[config.mk]
export PLATFORM = sky130hd
export DESIGN_NAME = div_share_sched
export DESIGN_NICKNAME = d
export VERILOG_FILES = /design/src/rtl/sigmoid_pkg.sv /design/src/rtl/rr_arbiter.sv /design/src/rtl/div_share_sched.sv
export SDC_FILE = /design/constraint.sdc
export NUM_CORES = 1
export LEC_CHECK = 0
export CAP_MARGIN = 20
export CORE_AREA = 2 2 167 169
export DETAILED_ROUTE_END_ITERATION = 8
export DIE_AREA = 0 0 169 171
export SLEW_MARGIN = 15
export SYNTH_ARGS = -nofsm -noshare
export SYNTH_HDL_FRONTEND = slang
export SYNTH_SLANG_ARGS = --single-unit
[constraint.sdc]
create_clock -name clk -period 2.9 [get_ports clk]
set_input_delay 0.58 -clock clk [delete_from_list [all_inputs] [get_ports clk]]
set_output_delay 0.58 -clock clk [all_outputs]
set_load 0.01 [all_outputs]
[src/rtl/sigmoid_pkg.sv]
// Shared types and constants for the sigmoid datapath and its shared divider scheduler.
package sigmoid_pkg;

  typedef enum logic [1:0] {IDLE, ISSUE, WAIT, RESP} sched_state_t;

  localparam int EXC_INVALID = 4;
  localparam logic [31:0] ONE_F32  = 32'h3f800000;
  localparam logic [31:0] HALF_F32 = 32'h3f000000;
  localparam int FP_MAX_W = 64;

  // Canonical quiet NaN: sign 0, exponent all ones, top stored mantissa bit set.
  function automatic logic [FP_MAX_W-1:0] FP_QNAN(input int exp_w, input int mant_w);
    logic [FP_MAX_W-1:0] r;
    r = ((64'd1 << exp_w) - 64'd1) << (mant_w - 1);
    r = r | (64'd1 << (mant_w - 2));
    return r;
  endfunction

endpackage

[src/rtl/rr_arbiter.sv]
// Combinational round-robin arbiter; the caller owns the priority pointer register.
module rr_arbiter #(
  parameter int N = 4,
  localparam int IW = $clog2(N)
) (
  input  logic [N-1:0]  req,
  input  logic [IW-1:0] ptr,
  input  logic          en,
  output logic [N-1:0]  gnt,
  output logic [IW-1:0] gnt_idx
);

  logic          found;
  logic [IW:0]   sum;
  logic [IW-1:0] idx;

  // Scan N positions starting at ptr; the first requester seen wins.
  always_comb begin
    gnt     = '0;
    gnt_idx = '0;
    found   = 1'b0;
    sum     = '0;
    idx     = '0;
    if (en) begin
      for (int off = 0; off < N; off++) begin
        sum = {1'b0, ptr} + (IW+1)'(off);
        if (sum >= (IW+1)'(N)) sum = sum - (IW+1)'(N);
        idx = sum[IW-1:0];
        if (!found && req[idx]) begin
          found    = 1'b1;
          gnt[idx] = 1'b1;
          gnt_idx  = idx;
        end
      end
    end
  end

endmodule

[src/rtl/div_share_sched.sv]
// Time-shares one iterative FP divider between NUM_REQ requesters, one job in flight,
// with a watchdog that cancels a stalled division and returns a quiet NaN.
module div_share_sched
  import sigmoid_pkg::*;
#(
  parameter int NUM_REQ    = 4,
  parameter int exp_width  = 8,
  parameter int mant_width = 24,
  parameter int TIMEOUT    = 64,
  localparam int W = exp_width + mant_width
) (
  input  logic                 clk,
  input  logic                 rst,
  input  logic [NUM_REQ-1:0]   req_valid,
  output logic [NUM_REQ-1:0]   req_ready,
  input  logic [NUM_REQ*W-1:0] req_a,
  input  logic [NUM_REQ*W-1:0] req_b,
  input  logic [NUM_REQ*3-1:0] req_rm,
  output logic [NUM_REQ-1:0]   resp_valid,
  input  logic [NUM_REQ-1:0]   resp_ready,
  output logic [W-1:0]         resp_data,
  output logic [4:0]           resp_exc,
  output logic                 div_in_valid,
  input  logic                 div_in_ready,
  output logic [W-1:0]         div_a,
  output logic [W-1:0]         div_b,
  output logic [2:0]           div_rm,
  output logic                 div_cancel,
  input  logic                 div_out_valid,
  input  logic [W-1:0]         div_out,
  input  logic [4:0]           div_exc,
  output logic                 busy,
  output logic                 timeout_err
);

  localparam int IW = $clog2(NUM_REQ);
  localparam int WW = $clog2(TIMEOUT);
  localparam logic [W-1:0] QNAN        = W'(FP_QNAN(exp_width, mant_width));
  localparam logic [4:0]   EXC_TIMEOUT = 5'(1 << EXC_INVALID);

  sched_state_t  state;
  logic [IW-1:0] ptr;
  logic [IW-1:0] g_idx;
  logic [IW-1:0] gnt_idx;
  logic [NUM_REQ-1:0] gnt;
  logic [WW-1:0] wdog;
  logic [W-1:0]  op_a;
  logic [W-1:0]  op_b;
  logic [2:0]    op_rm;

  // Grants are suppressed during reset so no requester sees a phantom handshake.
  rr_arbiter #(.N(NUM_REQ)) u_arb (
    .req     (req_valid),
    .ptr     (ptr),
    .en      ((state == IDLE) && !rst),
    .gnt     (gnt),
    .gnt_idx (gnt_idx)
  );

  assign req_ready = gnt;
  assign div_a     = op_a;
  assign div_b     = op_b;
  assign div_rm    = op_rm;

  always_ff @(posedge clk) begin
    if (rst) begin
      state        <= IDLE;
      ptr          <= '0;
      g_idx        <= '0;
      wdog         <= '0;
      op_a         <= '0;
      op_b         <= '0;
      op_rm        <= '0;
      resp_valid   <= '0;
      resp_data    <= '0;
      resp_exc     <= '0;
      div_in_valid <= 1'b0;
      div_cancel   <= 1'b0;
      busy         <= 1'b0;
      timeout_err  <= 1'b0;
    end else begin
      div_cancel <= 1'b0;
      case (state)
        IDLE: begin
          if (|gnt) begin
            g_idx        <= gnt_idx;
            op_a         <= req_a[gnt_idx*W +: W];
            op_b         <= req_b[gnt_idx*W +: W];
            op_rm        <= req_rm[gnt_idx*3 +: 3];
            ptr          <= (gnt_idx == IW'(NUM_REQ-1)) ? '0 : gnt_idx + 1'b1;
            div_in_valid <= 1'b1;
            busy         <= 1'b1;
            state        <= ISSUE;
          end
        end
        ISSUE: begin
          if (div_in_ready) begin
            div_in_valid <= 1'b0;
            wdog         <= '0;
            state        <= WAIT;
          end
        end
        WAIT: begin
          // A result arriving on the last watchdog cycle is still taken; no cancel is sent.
          if (div_out_valid) begin
            resp_data  <= div_out;
            resp_exc   <= div_exc;
            resp_valid <= NUM_REQ'(1) << g_idx;
            state      <= RESP;
          end else if (wdog == WW'(TIMEOUT-1)) begin
            div_cancel  <= 1'b1;
            timeout_err <= 1'b1;
            resp_data   <= QNAN;
            resp_exc    <= EXC_TIMEOUT;
            resp_valid  <= NUM_REQ'(1) << g_idx;
            state       <= RESP;
          end else begin
            wdog <= wdog + 1'b1;
          end
        end
        RESP: begin
          if (resp_ready[g_idx]) begin
            resp_valid <= '0;
            busy       <= 1'b0;
            state      <= IDLE;
          end
        end
        default: state <= IDLE;
      endcase
    end
  end

endmodule

==> results.yml <==
final_layout:
  final_core_util_pct: 50.23
  drive_above_1_share_pct: 14.63
  area.growth.synth_to_final_pct: 91.15
  final.fill_count: 2607
  fin_nets: 1698
  final_cell_mix: "423 x clkdlybuf4s50_1, 210 x nand2_1, 123 x dfxtp_1"
  final_common_cell: "clkdlybuf4s50_1"
worst_setup_path:
  setup.worst_path.class: "flip-flop to output port"
  end_kind: "output port"
  cp_max_fo: 4
  rr_worst_depth: 13
  crit_arrival_ps: 2410
  critPathLaunchType: "flip-flop"
  required_ps: 2320
grt:
  grt_overflow_total: 0
  grt_pass1_vias: 8638
  antenna_found_initial: 6
  grtUsageTotal_pct: 21.78
  grt_pass1_wl_mm: 48.97
  grt_max_degree: 61
yosys:
  synth_compound_area_share_pct: 30.34
  ys_async_sr_fraction_pct: 0
  synth_simple_gate_area_share_pct: 23.00
  synthXorXnorAreaFrac_pct: 0.6099
  syn_avg_cell_area_um2: 7.926
  synth_top_flop_cell: "dfxtp_1"
  yosysWarnings: 0
  syn_area_um2: 7181
  synth_top_family_by_area: "compound AO/OA/AOI/OAI gates"
  synthAdderAreaFrac_pct: 2.265
  yosysSeqAreaShare_pct: 34.57
  synth_nets: 1236
  synth_edf_count: 0
  synth_seq_cells: 124
  synth_cells: 906
  synth_cell_type_count: 50
  synth_mux_area_share_pct: 2.439
route:
  ant_nets: 0
  firstDrtPassIters: 5
  wl_met3_mm: 3.139
  wl_met2_mm: 17.01
  via_per_inst: 5.181
  totalWireLength_mm: 35.20
  routed-via-count: 8968
  wl_met1_mm: 14.16
  wire_per_inst_um: 20.34
  dr.first_iter.drc_count: 550
  drc_errors: 0
  routed.top_layer: "met5"
sta:
  timing.final.crit_share_pct: 103.1
  fmax_mhz: 334.6
  finalHoldViolations: 0
  finalSetupViolCount: 51
  setup_slack_ps: -88.55
  tns_ps: -1141
  final-max-slew-violation-count: 0
  rsz0062_at_grt: "true"
  period_needed_ps: 2989
  worst_slew_pin_slew_ps: 1015
  whs_ps: 449.9
  maxSlewHeadroom_pct: 32.35
  fin_skew_ps: 14.61
clock_tree:
  htreeDepth: 4
  hold_buffers: 0
  cts_buffer_depth: 2
  cts_buffers: 17
  clk_pin_slew_worst_paths_ps: 60
  cts.sinks: 124
  clock_latency_ps: 420
  clockRootBuffer: "clkbuf_16"
  cts_tree: "built"
power:
  p_seq_share_pct: 18.6
  ir_worst_vdd_uv: 379.5
  intPower_w: 0.007417
  p_leak_nw: 5.350
  switching_share_pct: 38.90
  pwr_density_cell_nw_per_um2: 884.3
  clockPowerShare_pct: 18.9
  power_frac_comb_pct: 62.5
  switchingPower_w: 0.004721
place:
  dp_hpwl_mm: 25.22
  gp_congestion: 0.8644
  port_buffers: 432
outcome:
  status: "complete, but fails checks"
  violations: "setup timing"
run:
  maxCapViolations: 0
floorplan:
  core-area_um2: 27320
  die_height_um: 171
  die_w_um: 169
  die_area_um2: 28900
  ioPinCount: 433
  placementRows: 61
  start_util_pct: 26.28
min_path:
  hold_depth: 2
  hold_path.class: "flip-flop to flip-flop"
cell usage after synthesis (all sizes together) (11+ instances only):
| library cell | instances | area share (%) |
|---|---|---|
| a22oi | 27 | 2.8 |
| a311o | 68 | 9.5 |
| nor2 | 44 | 2.3 |
| ha | 13 | 2.3 |
| buf | 38 | 3.3 |
| dfxtp | 124 | 35 |
| a211oi | 69 | 7.2 |
| and3 | 68 | 5.9 |
| clkbuf | 58 | 3.0 |
| nand2 | 215 | 11 |
| a21oi | 83 | 5.8 |
| o221a | 11 | 1.7 |
timing repair:
action                                 4_1_cts  5_1_grt
setup endpoints to repair                   74       78
pin swaps                                    5       13
cloned                                       0       12
endpoints found under the hold margin        0        0
setup buffers                                5        5
gates resized for setup                     32       46
final timing paths:
check / slack (ps) / to / startpoint
hold reg to reg: 450 / div_a[25]$_SDFFE_PP0P_ / div_a[25]$_SDFFE_PP0P_
setup reg to reg: -80 / div_b[26]$_SDFFE_PP0P_ / ptr[0]$_SDFFE_PP0P_
hold / removal: 450 / div_a[25]$_SDFFE_PP0P_ / div_a[25]$_SDFFE_PP0P_
setup / recovery: -90 / req_ready[1] / ptr[0]$_SDFFE_PP0P_
metal layers:
metal,GRT usage [%],vias to the layer above
met5,0,-
met4,7.172,4
met3,7.148,50
met2,37.24,410
met1,25.78,4232
li1,-,4272
worst max-delay path: stages (launching register included):
cell	delay, ps
dfxtp_4	370
clkinvlp_4	100
ha_4	250
or4_4	480
o32a_1	220
a21oi_4	190
buf_12	140
o2bb2ai_4	120
buf_6	130
metrics by stage:
step / std cells / instance area [um2] / power, W / setup slack, ps
finish: 1731 / 13730 / 0.01214 / -88.55
global route: 1731 / 13730 / 0.01288 / -189.1
CTS: 1710 / 13230 / 0.01115 / -112.1
detailed placement: 1673 / 12500 / 0.008680 / -573.8
global placement: 1673 / 12500 / 0.008638 / -492.6
floorplan: 906 / 7262 / 0.005841 / -127.5
kinds of logic after synthesis:
| group | count (synthesis) |
|---|---|
| simple gates | 362 |
| xor+xnor | 5 |
| flops | 124 |
| mux | 11 |
| compound gates | 287 |
| buf+inv | 104 |
| fa+ha+maj | 13 |
power groups by stage:
stage	Sequential, W	Clock [W]	Combinational [W]
3_3_place_gp	0.00228	0	0.00636
4_1_cts	0.00225	0.00236	0.00654
5_1_grt	0.00230	0.00243	0.00815
2_1_floorplan	0.00241	0	0.00343
3_5_place_dp	0.00228	0	0.00640
6_report	0.00226	0.00229	0.00759
registers in the layout, summed over array words and instances (netlist names):
name and cells:
div_a 32, div_b 32, resp_data 32, wdog 6
resp_exc 5, resp_valid 4, div_rm 3, g_idx 2
ptr 2, state 2, busy 1, div_cancel 1
div_in_valid 1, timeout_err 1
final cells by class:
| cell class | instances | area (um2) | share of cell area [%] |
|---|---|---|---|
| Timing Repair Buffer | 539 | 5689 | 41.45 |
| Clock inverter | 15 | 187.7 | 1.367 |
| Multi-Input combinational cell | 678 | 4461 | 32.50 |
| Tap cell | 346 | 432.9 | 3.154 |
| Sequential cell | 124 | 2486 | 18.11 |
| Antenna cell | 4 | 10.01 | 0.07293 |
| Clock buffer | 17 | 425.4 | 3.099 |
| Inverter | 8 | 33.78 | 0.2461 |
Power figures use the tool's default switching activity.
==> variant: new RTL, config.mk and constraints unchanged <==
Re-encode `sched_state_t` (4 states) as one-hot, 4 bits wide.
--- a/src/rtl/sigmoid_pkg.sv
+++ b/src/rtl/sigmoid_pkg.sv
@@ -1,7 +1,7 @@
 // Shared types and constants for the sigmoid datapath and its shared divider scheduler.
 package sigmoid_pkg;
 
-  typedef enum logic [1:0] {IDLE, ISSUE, WAIT, RESP} sched_state_t;
+  typedef enum logic [3:0] {IDLE = 4'b0001, ISSUE = 4'b0010, WAIT = 4'b0100, RESP = 4'b1000} sched_state_t;
 
   localparam int EXC_INVALID = 4;
   localparam logic [31:0] ONE_F32  = 32'h3f800000;
Formal check against the unedited RTL: same outputs for any inputs over 4 cycles, from zero or initial values and one cycle with rst high; so few cycles prove little.
==> variant against the original RTL <==
The flow still finishes with violations (negative setup slack); clock skew fell by 0.0010 ns; final area rose by 2.4%; global-route usage fell by 1.0 points; clock power rose by 2%; die area did not move; worst setup slack got worse by 0.020 ns; core utilization rose by 1.2 points; power rose by 5.1%; sequential cell count rose by 2; wire length rose by 0.50%; register-to-register slack improved by 0.05 ns; area after synthesis fell by 5.5%; largest power group unchanged.
==> variant: results (changes against the original RTL) <==
Met3 Resource Use GR = 6.22% (-0.93 points)
Worst hold start = timeout_err$_SDFFE_PP0P_
Synth Area in XOR/XNOR = 0.517% (-0.093 points)
Synth Register Bits = 126 (+1.6%)
Status = complete, but fails checks
GRT met2 Usage = 36.8% (-0.43 points)
Placement Setup Slack = -0.640 ns (-0.0660 ns)
Final WS setup = -0.108 ns (-0.0199 ns)
Critical Path End = req_ready[0]
Failing checks = negative setup slack
Clock network contribution to total cell area = 4.42% (-0.043 points)
Syn Nets = 1209 (-2.2%)
Reg2reg path depth = 15 (+2)
Worst Skew = 0.0136 ns (-0.00104 ns)
Seq/Total Area, Yosys = 37.2% (+2.6 points)
First-pass GRT wire length = 46.1 mm (-5.9%)
Top sig layer = met4
Top cells by area, synth = dfxtp_1 37%, a21oi_1 11%, a22o_1 8.9%, nand2_1 8.4%, nand3_1 5.1%
Synth unique cells = 47 (-6.0%)
Min-Delay Endpoint = timeout_err$_SDFFE_PP0P_
Max IR drop VDD = 0.479 mV (+26%)
Final-stage net count = 1696 (-0.12%)
Final Util = 51.4% (+1.2 points)
Slew margin rel. = 35.3% (+2.9 points)
Avg Vias per Cell = 5.08 (-1.9%)
Top post-synthesis cells by count = 152 x nand2_1, 149 x a21oi_1, 126 x dfxtp_1
Met1 usage = 24.4% (-1.3 points)
Inverter count = 11 (+3)
Total GRT Usage = 20.8% (-1.0 points)
Worst R2R Setup Slack = -0.03 ns (+0.05 ns)
Worst r2r dst = div_a[31]$_SDFFE_PP0P_
Cell depth of the worst hold path = 1 (-1)
Area taken by flip-flops and latches = 2530 µm² (+1.7%)
Final setup violation count = 9 (-82%)
Max incr delay on CP = 0.38 ns (-0.10 ns)
Gpl congestion = 0.831 (-3.8%)
Placed Area = 11700 µm² (-6.3%)
Met3 wire len = 2.41 mm (-23%)
Mux contribution to synthesized area = 2.42% (-0.023 points)
Count of multi-input gates = 662 (-2.4%)
# diodes = 1 (-3)
Lkg Pwr = 0.00547 µW (+2.2%)
Non-clock buffer count = 551 (+2.2%)
Setup bufs post-CTS = 26 (+21)
Fillers = 2565 (-1.6%)
Largest net degree at the start of global routing = 67 (+9.8%)
[variant: cell types whose count changed in the layout (fill, tap and decap cells not counted), sizes merged, moves of 4 or more]
cell | before | now
nand2 | 215 | 152
nand3 | 3 | 69
a22o | 0 | 69
nor2b | 8 | 4
a211oi | 69 | 0
o2bb2ai | 4 | 0
inv | 11 | 18
a31oi | 4 | 0
a21oi | 83 | 149
o21ai | 7 | 74
a2bb2oi | 4 | 0
clkbuf | 25 | 36
a311o | 68 | 0
and3 | 68 | 0
[variant: cell families (layout without fill, tap and decap cells)]
| logic type | after synthesis | in the layout |
|---|---|---|
| xor+xnor | 4 | 4 |
| compound gates | 341 | 341 |
| other cells | 0 | 1 |
| mux | 10 | 10 |
| flops | 126 | 126 |
| buf+inv | 94 | 594 |
| simple gates | 297 | 297 |
| fa+ha+maj | 10 | 10 |
[variant: power by group]
part	total, µW	leakage [µW]	internal, µW	switching, µW
clock	2330	0.000303	1390	943
combinational	8020	0.00413	4340	3680
sequential	2410	0.00103	2140	262
[variant: through the flow]
| step | hold WS, ns | total power (µW) | std cells | setup TNS [ns] |
|---|---|---|---|---|
| finish | 0.452 | 12800 | 1729 | -0.400 |
| global route | 0.467 | 13400 | 1729 | -5.08 |
| CTS | 0.454 | 11100 | 1692 | -0.0798 |
| detailed placement | 0.439 | 7320 | 1629 | -35.98 |
| global placement | 0.433 | 7260 | 1629 | -34.44 |
| floorplan | 0.458 | 5070 | 882 | 0 |
[variant: critical path: cells and delay by family, from the launching register on]
kind                     cells  cell delay (ns)
AND/OR/NAND/NOR              2             0.41
flip-flops                   1             0.38
buffers and inverters        4             0.35
multiplexers                 1             0.31
AO/OA/AOI/OAI                1             0.30
adder cells (fa/ha/maj)      1             0.26
